===== src/rtl/decode_stage.sv =====
// ---------------------------------------------------------------------------
// decode_stage
//
// Purpose:
//   RV32I decode stage that feeds the integer ALU. A fetched instruction and
//   its PC arrive from fetch, rs1/rs2 are read combinationally from the
//   register file, and the decoded ALU bundle is registered towards execute.
//   A single pipeline register with backpressure and flush.
//
// Handshake (both sides):
//   A beat transfers on a rising edge where valid && ready are both high.
//   A producer holds valid and its payload stable until the beat transfers.
//   in_ready = !out_valid || out_ready, so a continuous stream moves one
//   beat per cycle with no bubble.
//
// Ports:
//   clk, rst      clock, synchronous active-high reset
//   in_valid      fetch offers an instruction
//   in_ready      this stage can accept this cycle
//   in_instr      instruction word
//   in_pc         instruction PC
//   rs1_addr      regfile read address 1 (instr[19:15], combinational)
//   rs2_addr      regfile read address 2 (instr[24:20], combinational)
//   rs1_data      regfile read data 1 (same cycle)
//   rs2_data      regfile read data 2 (same cycle)
//   flush         kill the held and the incoming instruction
//   out_valid     bundle valid for execute
//   out_ready     execute accepts the bundle
//   out_alucode   ALU operation (ALU_* from decode_stage_pkg)
//   out_op1       ALU operand 1
//   out_op2       ALU operand 2
//   out_rd        destination register
//   out_regwrite  write rd at writeback
//   out_illegal   unsupported encoding
//   out_pc        PC of the held instruction, RESET_PC_TAG while idle
// ---------------------------------------------------------------------------

package decode_stage_pkg;

    // ALU operation codes shared with the execute stage.
    localparam logic [3:0] ALU_NONE = 4'd0;
    localparam logic [3:0] ALU_ADD  = 4'd1;
    localparam logic [3:0] ALU_SUB  = 4'd2;
    localparam logic [3:0] ALU_SLL  = 4'd3;
    localparam logic [3:0] ALU_SLT  = 4'd4;
    localparam logic [3:0] ALU_SLTU = 4'd5;
    localparam logic [3:0] ALU_XOR  = 4'd6;
    localparam logic [3:0] ALU_SRL  = 4'd7;
    localparam logic [3:0] ALU_SRA  = 4'd8;
    localparam logic [3:0] ALU_OR   = 4'd9;
    localparam logic [3:0] ALU_AND  = 4'd10;
    localparam logic [3:0] ALU_JUMP = 4'd11;

endpackage

module decode_stage
    import decode_stage_pkg::*;
#(
    parameter int              XLEN         = 32,
    parameter logic [XLEN-1:0] RESET_PC_TAG = '0
) (
    input  logic            clk,
    input  logic            rst,

    input  logic            in_valid,
    output logic            in_ready,
    input  logic [31:0]     in_instr,
    input  logic [XLEN-1:0] in_pc,

    output logic [4:0]      rs1_addr,
    output logic [4:0]      rs2_addr,
    input  logic [XLEN-1:0] rs1_data,
    input  logic [XLEN-1:0] rs2_data,

    input  logic            flush,

    output logic            out_valid,
    input  logic            out_ready,
    output logic [3:0]      out_alucode,
    output logic [XLEN-1:0] out_op1,
    output logic [XLEN-1:0] out_op2,
    output logic [4:0]      out_rd,
    output logic            out_regwrite,
    output logic            out_illegal,
    output logic [XLEN-1:0] out_pc
);

    // Major opcodes handled by this stage.
    localparam logic [6:0] OPC_OP       = 7'b0110011;
    localparam logic [6:0] OPC_OP_IMM   = 7'b0010011;
    localparam logic [6:0] OPC_LUI      = 7'b0110111;
    localparam logic [6:0] OPC_AUIPC    = 7'b0010111;
    localparam logic [6:0] OPC_JAL      = 7'b1101111;
    localparam logic [6:0] OPC_JALR     = 7'b1100111;
    localparam logic [6:0] OPC_LOAD     = 7'b0000011;
    localparam logic [6:0] OPC_STORE    = 7'b0100011;
    localparam logic [6:0] OPC_BRANCH   = 7'b1100011;
    localparam logic [6:0] OPC_MISC_MEM = 7'b0001111;

    localparam logic [6:0] F7_BASE = 7'b0000000;
    localparam logic [6:0] F7_ALT  = 7'b0100000;

    // ------------------------------------------------------------------
    // Instruction fields
    // ------------------------------------------------------------------
    logic [6:0]      w_opcode;
    logic [2:0]      w_funct3;
    logic [6:0]      w_funct7;
    logic [4:0]      w_rd;
    logic [11:0]     w_imm_i_raw;
    logic [11:0]     w_imm_s_raw;
    logic [31:0]     w_imm_u_raw;
    logic [XLEN-1:0] w_imm_i;
    logic [XLEN-1:0] w_imm_s;
    logic [XLEN-1:0] w_imm_u;
    logic [XLEN-1:0] w_shamt;

    assign w_opcode    = in_instr[6:0];
    assign w_funct3    = in_instr[14:12];
    assign w_funct7    = in_instr[31:25];
    assign w_rd        = in_instr[11:7];
    assign w_imm_i_raw = in_instr[31:20];
    assign w_imm_s_raw = {in_instr[31:25], in_instr[11:7]};
    assign w_imm_u_raw = {in_instr[31:12], 12'b0};

    // Signed casts sign-extend from instr[31] to XLEN.
    assign w_imm_i = XLEN'($signed(w_imm_i_raw));
    assign w_imm_s = XLEN'($signed(w_imm_s_raw));
    assign w_imm_u = XLEN'($signed(w_imm_u_raw));
    // Shift amount is zero-extended: instr[25] belongs to funct7 here.
    assign w_shamt = XLEN'(in_instr[24:20]);

    assign rs1_addr = in_instr[19:15];
    assign rs2_addr = in_instr[24:20];

    // ------------------------------------------------------------------
    // funct3 -> ALU op for the funct7=0000000 row of OP / OP-IMM
    // ------------------------------------------------------------------
    logic [3:0] w_f3_alu;

    always_comb begin
        w_f3_alu = ALU_NONE;
        case (w_funct3)
            3'b000:  w_f3_alu = ALU_ADD;
            3'b001:  w_f3_alu = ALU_SLL;
            3'b010:  w_f3_alu = ALU_SLT;
            3'b011:  w_f3_alu = ALU_SLTU;
            3'b100:  w_f3_alu = ALU_XOR;
            3'b101:  w_f3_alu = ALU_SRL;
            3'b110:  w_f3_alu = ALU_OR;
            default: w_f3_alu = ALU_AND;
        endcase
    end

    // ------------------------------------------------------------------
    // Main decode
    // ------------------------------------------------------------------
    logic [3:0]      w_alucode;
    logic [XLEN-1:0] w_op1;
    logic [XLEN-1:0] w_op2;
    logic            w_writes_rd;
    logic            w_illegal;
    logic            w_regwrite;

    always_comb begin
        w_alucode   = ALU_NONE;
        w_op1       = '0;
        w_op2       = '0;
        w_writes_rd = 1'b0;
        w_illegal   = 1'b0;

        case (w_opcode)
            OPC_OP: begin
                w_op1       = rs1_data;
                w_op2       = rs2_data;
                w_writes_rd = 1'b1;
                if (w_funct7 == F7_BASE) begin
                    w_alucode = w_f3_alu;
                end else if (w_funct7 == F7_ALT && w_funct3 == 3'b000) begin
                    w_alucode = ALU_SUB;
                end else if (w_funct7 == F7_ALT && w_funct3 == 3'b101) begin
                    w_alucode = ALU_SRA;
                end else begin
                    w_illegal = 1'b1;
                end
            end

            OPC_OP_IMM: begin
                w_op1       = rs1_data;
                w_op2       = w_imm_i;
                w_writes_rd = 1'b1;
                case (w_funct3)
                    3'b001: begin
                        w_op2 = w_shamt;
                        if (w_funct7 == F7_BASE) begin
                            w_alucode = ALU_SLL;
                        end else begin
                            w_illegal = 1'b1;
                        end
                    end
                    3'b101: begin
                        w_op2 = w_shamt;
                        if (w_funct7 == F7_BASE) begin
                            w_alucode = ALU_SRL;
                        end else if (w_funct7 == F7_ALT) begin
                            w_alucode = ALU_SRA;
                        end else begin
                            w_illegal = 1'b1;
                        end
                    end
                    // No SUBI: funct3=000 is always ADDI whatever funct7 holds.
                    default: w_alucode = w_f3_alu;
                endcase
            end

            OPC_LUI: begin
                w_alucode   = ALU_ADD;
                w_op2       = w_imm_u;
                w_writes_rd = 1'b1;
            end

            OPC_AUIPC: begin
                w_alucode   = ALU_ADD;
                w_op1       = in_pc;
                w_op2       = w_imm_u;
                w_writes_rd = 1'b1;
            end

            // ALU_JUMP produces op2 + 4: the link address.
            OPC_JAL, OPC_JALR: begin
                w_alucode   = ALU_JUMP;
                w_op2       = in_pc;
                w_writes_rd = 1'b1;
            end

            OPC_LOAD: begin
                w_alucode   = ALU_ADD;
                w_op1       = rs1_data;
                w_op2       = w_imm_i;
                w_writes_rd = 1'b1;
            end

            OPC_STORE: begin
                w_alucode = ALU_ADD;
                w_op1     = rs1_data;
                w_op2     = w_imm_s;
            end

            // Branch compare is a subtract; the target is computed elsewhere.
            OPC_BRANCH: begin
                w_alucode = ALU_SUB;
                w_op1     = rs1_data;
                w_op2     = rs2_data;
            end

            // FENCE is a no-op on this in-order core.
            OPC_MISC_MEM: begin
                w_alucode = ALU_NONE;
            end

            default: begin
                w_illegal = 1'b1;
            end
        endcase

        // An illegal encoding carries no operation and no operands.
        if (w_illegal) begin
            w_alucode = ALU_NONE;
            w_op1     = '0;
            w_op2     = '0;
        end
    end

    assign w_regwrite = w_writes_rd && !w_illegal && (w_rd != 5'd0);

    // ------------------------------------------------------------------
    // Pipeline register
    // ------------------------------------------------------------------
    logic            r_valid;
    logic [3:0]      r_alucode;
    logic [XLEN-1:0] r_op1;
    logic [XLEN-1:0] r_op2;
    logic [4:0]      r_rd;
    logic            r_regwrite;
    logic            r_illegal;
    logic [XLEN-1:0] r_pc;
    logic            w_accept;

    assign in_ready = !r_valid || out_ready;
    assign w_accept = in_valid && in_ready;

    always_ff @(posedge clk) begin
        if (rst) begin
            r_valid    <= 1'b0;
            r_alucode  <= ALU_NONE;
            r_op1      <= '0;
            r_op2      <= '0;
            r_rd       <= '0;
            r_regwrite <= 1'b0;
            r_illegal  <= 1'b0;
            r_pc       <= RESET_PC_TAG;
        end else if (flush) begin
            // Held beat and any beat accepted this cycle are both dropped.
            r_valid <= 1'b0;
        end else if (w_accept) begin
            r_valid    <= 1'b1;
            r_alucode  <= w_alucode;
            r_op1      <= w_op1;
            r_op2      <= w_op2;
            r_rd       <= w_rd;
            r_regwrite <= w_regwrite;
            r_illegal  <= w_illegal;
            r_pc       <= in_pc;
        end else if (out_ready) begin
            // Drained with nothing new: payload registers keep their values.
            r_valid <= 1'b0;
        end
    end

    assign out_valid    = r_valid;
    assign out_alucode  = r_alucode;
    assign out_op1      = r_op1;
    assign out_op2      = r_op2;
    assign out_rd       = r_rd;
    assign out_regwrite = r_regwrite;
    assign out_illegal  = r_illegal;
    assign out_pc       = r_valid ? r_pc : RESET_PC_TAG;

endmodule


===== config.mk =====
export PLATFORM = sky130hd
export DESIGN_NAME = decode_stage
export DESIGN_NICKNAME = d
export VERILOG_FILES = /design/src/rtl/decode_stage.sv
export SDC_FILE = /design/constraint.sdc
export NUM_CORES = 1
export LEC_CHECK = 0
export ABC_AREA = 1
export CAP_MARGIN = 20
export CORE_ASPECT_RATIO = 0.8
export CORE_MARGIN = 2
export CORE_UTILIZATION = 39
export DETAILED_ROUTE_END_ITERATION = 10
export PLACE_DENSITY_LB_ADDON = 0.05
export SLEW_MARGIN = 10
export SYNTH_ARGS = -nofsm -noshare
export SYNTH_HDL_FRONTEND = slang
export SYNTH_SLANG_ARGS = --single-unit

===== constraint.sdc =====
create_clock -name clk -period 1.6 [get_ports clk]
set_clock_uncertainty 0.1 [all_clocks]
set_input_delay 0.32 -clock clk [delete_from_list [all_inputs] [get_ports clk]]
set_output_delay 0.32 -clock clk [all_outputs]
set_load 0.05 [all_outputs]

==> qor.csv <==
stage,metric,value,unit
cts,CTS tree,built,
synth,Syn Nets,1038,
global_route,initial antenna violation count,1,
worst_setup_path,Worst setup EP type,flip-flop,
run,Max-Cap Viols,0,
place,Cells after DPL,1346,
power_and_ir_drop,Static Leakage,0.00439,µW
power_and_ir_drop,power per cell area,568,nW/µm²
synth,synthesized flop and latch total,108,
cts,total CTS buffers,9,
sta,final worst setup slack,-0.102,ns
global_route,grt ovf,0,
sta,RSZ-0062 raised after global routing,true,
worst_setup_path,Crit path required time,1.80,ns
final_layout,Sequential Area,2170,µm²
sta,setup TNS,-3.97,ns
synth,Post-Syn Area per Cell,6.47,µm²
floorplanning,core box area,14400,µm²
detailed_routing,via count,7677,
outcome,outcome,"complete, but fails checks",
final_layout,design area,11600,µm²
sta,fin. max-slew vios,0,
floorplanning,Die Height,113,µm
detailed_routing,DRT Pass-1 Iters,6,
place,Port Buffers,251,
cts,H-tree depth,3,
worst_setup_path,CP startpoint kind,input port,
sta,Final setup viols,54,
synth,Synth Flop Type,dfxtp_1,
synth,Yosys warnings,0,
final_layout,area of the multi-input gates,3490,µm²
worst_setup_path,crit-path max FO,5,
synth,largest family of logic cells by synthesized area,simple AND/OR/NAND/NOR gates,
synth,compound-gate portion of the synthesized area,17.6,%
sta,Final period util,106,%
synth,Synth Area in Simple Gates,31.5,%
sta,fmax,587,MHz
final_layout,Antenna Cells,0,
place,Post-DP HPWL,18700,µm
worst_setup_path,Worst Path Arrival,1.90,ns
worst_hold_path,hold crit path type,in -> reg,
cts,clock tree buffer depth,2,
floorplanning,I/O pin cnt,252,
detailed_routing,Residual DRC,0,
synth,adder-cell share of the synthesized area,0.643,%
synth,Post-synth EDFFs,0,
floorplanning,die width,141,µm
detailed_routing,drt total wl,28300,µm
synth,Synth Cell Area,5840,µm²
final_layout,Final Util,80.6,%
floorplanning,Die ar.,16000,µm²
power_and_ir_drop,Peak VDD IR,0.559,mV
cts,Worst-Skew Late Latency,0.36,ns
cts,Root Buffer,clkbuf_16,
cts,Worst-path clk slew,0.08,ns
final_layout,FILL cells,979,
floorplanning,Starting Density,40.4,%
synth,multiplexer share of the synthesized area,0,%
place,pre-CTS setup slack,-0.742,ns
outcome,failing checks,negative setup slack,
synth,post-synthesis xor/xnor area fraction,0,%
sta,Slew @ Worst Pin,0.389,ns
place,post-place instance area,10300,µm²
global_route,Tot GR Track Use,33.1,%
global_route,vias in the first global route,7272,
synth,Syn Inst Count,902,
synth,sequential area share after synthesis,37.0,%
final_layout,share of cells above drive strength 1,35.8,%
detailed_routing,Vias/cell,5.52,
cts,CTS Sinks,108,
sta,Rel. slew slack,73.9,%
detailed_routing,routed length per instance,20.3,µm
final_layout,"Cell Count, Final, Fillers Out",1392,
global_route,first-pass GRT wire length,40800,µm
sta,fin crit period,1.70,ns
synth,Yosys cell types,25,
floorplanning,Rows,39,
final_layout,fin nets,1339,
synth,"FFs w/ async S/R, synth",0,%
global_route,largest net degree at the start of global routing,71,
detailed_routing,Iteration-0 DRC Markers,722,
place,GP Congestion,0.928,
sta,final hold vios,0,
worst_setup_path,Crit Path Class,in -> reg,
detailed_routing,DRT antenna net count,0,
final_layout,area grow syn2layout,99.4,%
[layout make-up]
cell class	count	share of cell area, %
inverter	103	4.38
clock buffer	11	2.09
multi-input combinational	616	30.0
clock inverter	5	0.376
sequential	108	18.6
tap	184	1.98
timing repair buffer	365	42.5
[sequential cells by signal, summed over array words and instances (netlist names)]
signal,flops
out_alucode,4
out_illegal,1
out_op1,32
out_op2,32
out_rd,5
out_regwrite,1
out_valid,1
r_pc,32
[critical path, cell delays in order]
cell and delay [ns]:
buf_2 0.13, nand3_2 0.09, buf_4 0.15, nor2_4 0.13, nand2_2 0.10, nand3_4 0.10, nor2_4 0.05, nor2_4 0.13
buf_12 0.13, buf_8 0.13, buf_12 0.12, buf_12 0.12, nand3_2 0.06, a21oi_2 0.14
[worst paths after layout]
path | from | to | slack [ns] | cells after the start
worst max-delay path | in_instr[0] | out_op2[3] | -0.10 | 14
worst min-delay path | rst | out_alucode[3] | 0.39 | 3
worst max register to register | out_valid | out_rd[1] | 0.05 | 7
worst min register to register | out_op1[24] | out_op1[24] | 0.40 | 2
[routing by layer]
metal	GRT usage, %	share of wire, %	up-vias
met3	8.82	9.7	95
met2	53.6	46	452
li1	-	-	3548
met1	42.5	40	3582
met4	12.7	4.0	0
met5	0	0	-
[cell usage after synthesis, types with 8 or more instances]
| cell type | instances | share of area (%) |
|---|---|---|
| nor2_1 | 33 | 2.1 |
| buf_2 | 13 | 1.1 |
| nand4_1 | 8 | 0.86 |
| nand3_2 | 12 | 2.1 |
| clkbuf_1 | 43 | 2.8 |
| nand3_1 | 142 | 12 |
| dfxtp_1 | 108 | 37 |
| o21ai_0 | 96 | 8.2 |
| inv_1 | 100 | 6.4 |
| nand2_1 | 203 | 13 |
| a21oi_1 | 107 | 9.2 |
| buf_4 | 11 | 1.4 |
[placed cells by master (no fill, tap or decap), types with 2 or more instances in the layout]
cell type	Yosys	final
nand2_1	203	179
buf_12	0	137
clkdlybuf4s50_1	0	114
nand3_1	142	109
dfxtp_1	108	107
o21ai_0	96	91
a21oi_1	107	81
buf_4	11	78
inv_1	100	62
nand3_2	12	36
clkinvlp_4	0	32
a21oi_2	0	25
nand2_2	2	22
nor2_4	2	18
nor2_1	33	14
clkbuf_16	0	12
buf_2	13	12
nand3_4	0	9
inv_2	3	8
nand4_1	8	8
buf_6	4	7
buf_16	0	6
buf_8	1	5
nor2_2	1	4
nand2_4	0	3
o21ai_2	0	3
ha_1	3	3
inv_4	0	2
inv_6	0	2
nor3_4	0	2
o21ai_1	0	2
clkdlybuf4s15_2	0	2
[through the flow]
| stage | hold WS [ns] | power [µW] |
|---|---|---|
| 2_1_floorplan | 0.289 | 3400 |
| 3_3_place_gp | 0.389 | 4170 |
| 3_5_place_dp | 0.391 | 4170 |
| 4_1_cts | 0.370 | 6490 |
| 5_1_grt | 0.400 | 6800 |
| 6_report | 0.387 | 6610 |
[power by group]
group | total, µW | leakage, µW | switching (µW) | internal, µW
logic | 1580 | 0.00338 | 830 | 749
clock network | 2240 | 0.000134 | 1110 | 1120
registers | 2800 | 0.000878 | 46.9 | 2750
[kinds of logic after synthesis]
kind of cell,count (synthesis)
buffers and inverters,178
and+or+nand+nor,408
AOI/OAI and AO/OA,205
DFF,108
adders and majority gates,3
[what timing repair did]
item | in CTS | in global routing
gates resized for setup | 159 | 103
setup buffers | 16 | 11
pin swaps | 22 | 41
hold buffers | 0 | 0
gates cloned | 8 | 3
setup endpoints to repair | 104 | 139
Power figures use the tool's default switching activity.
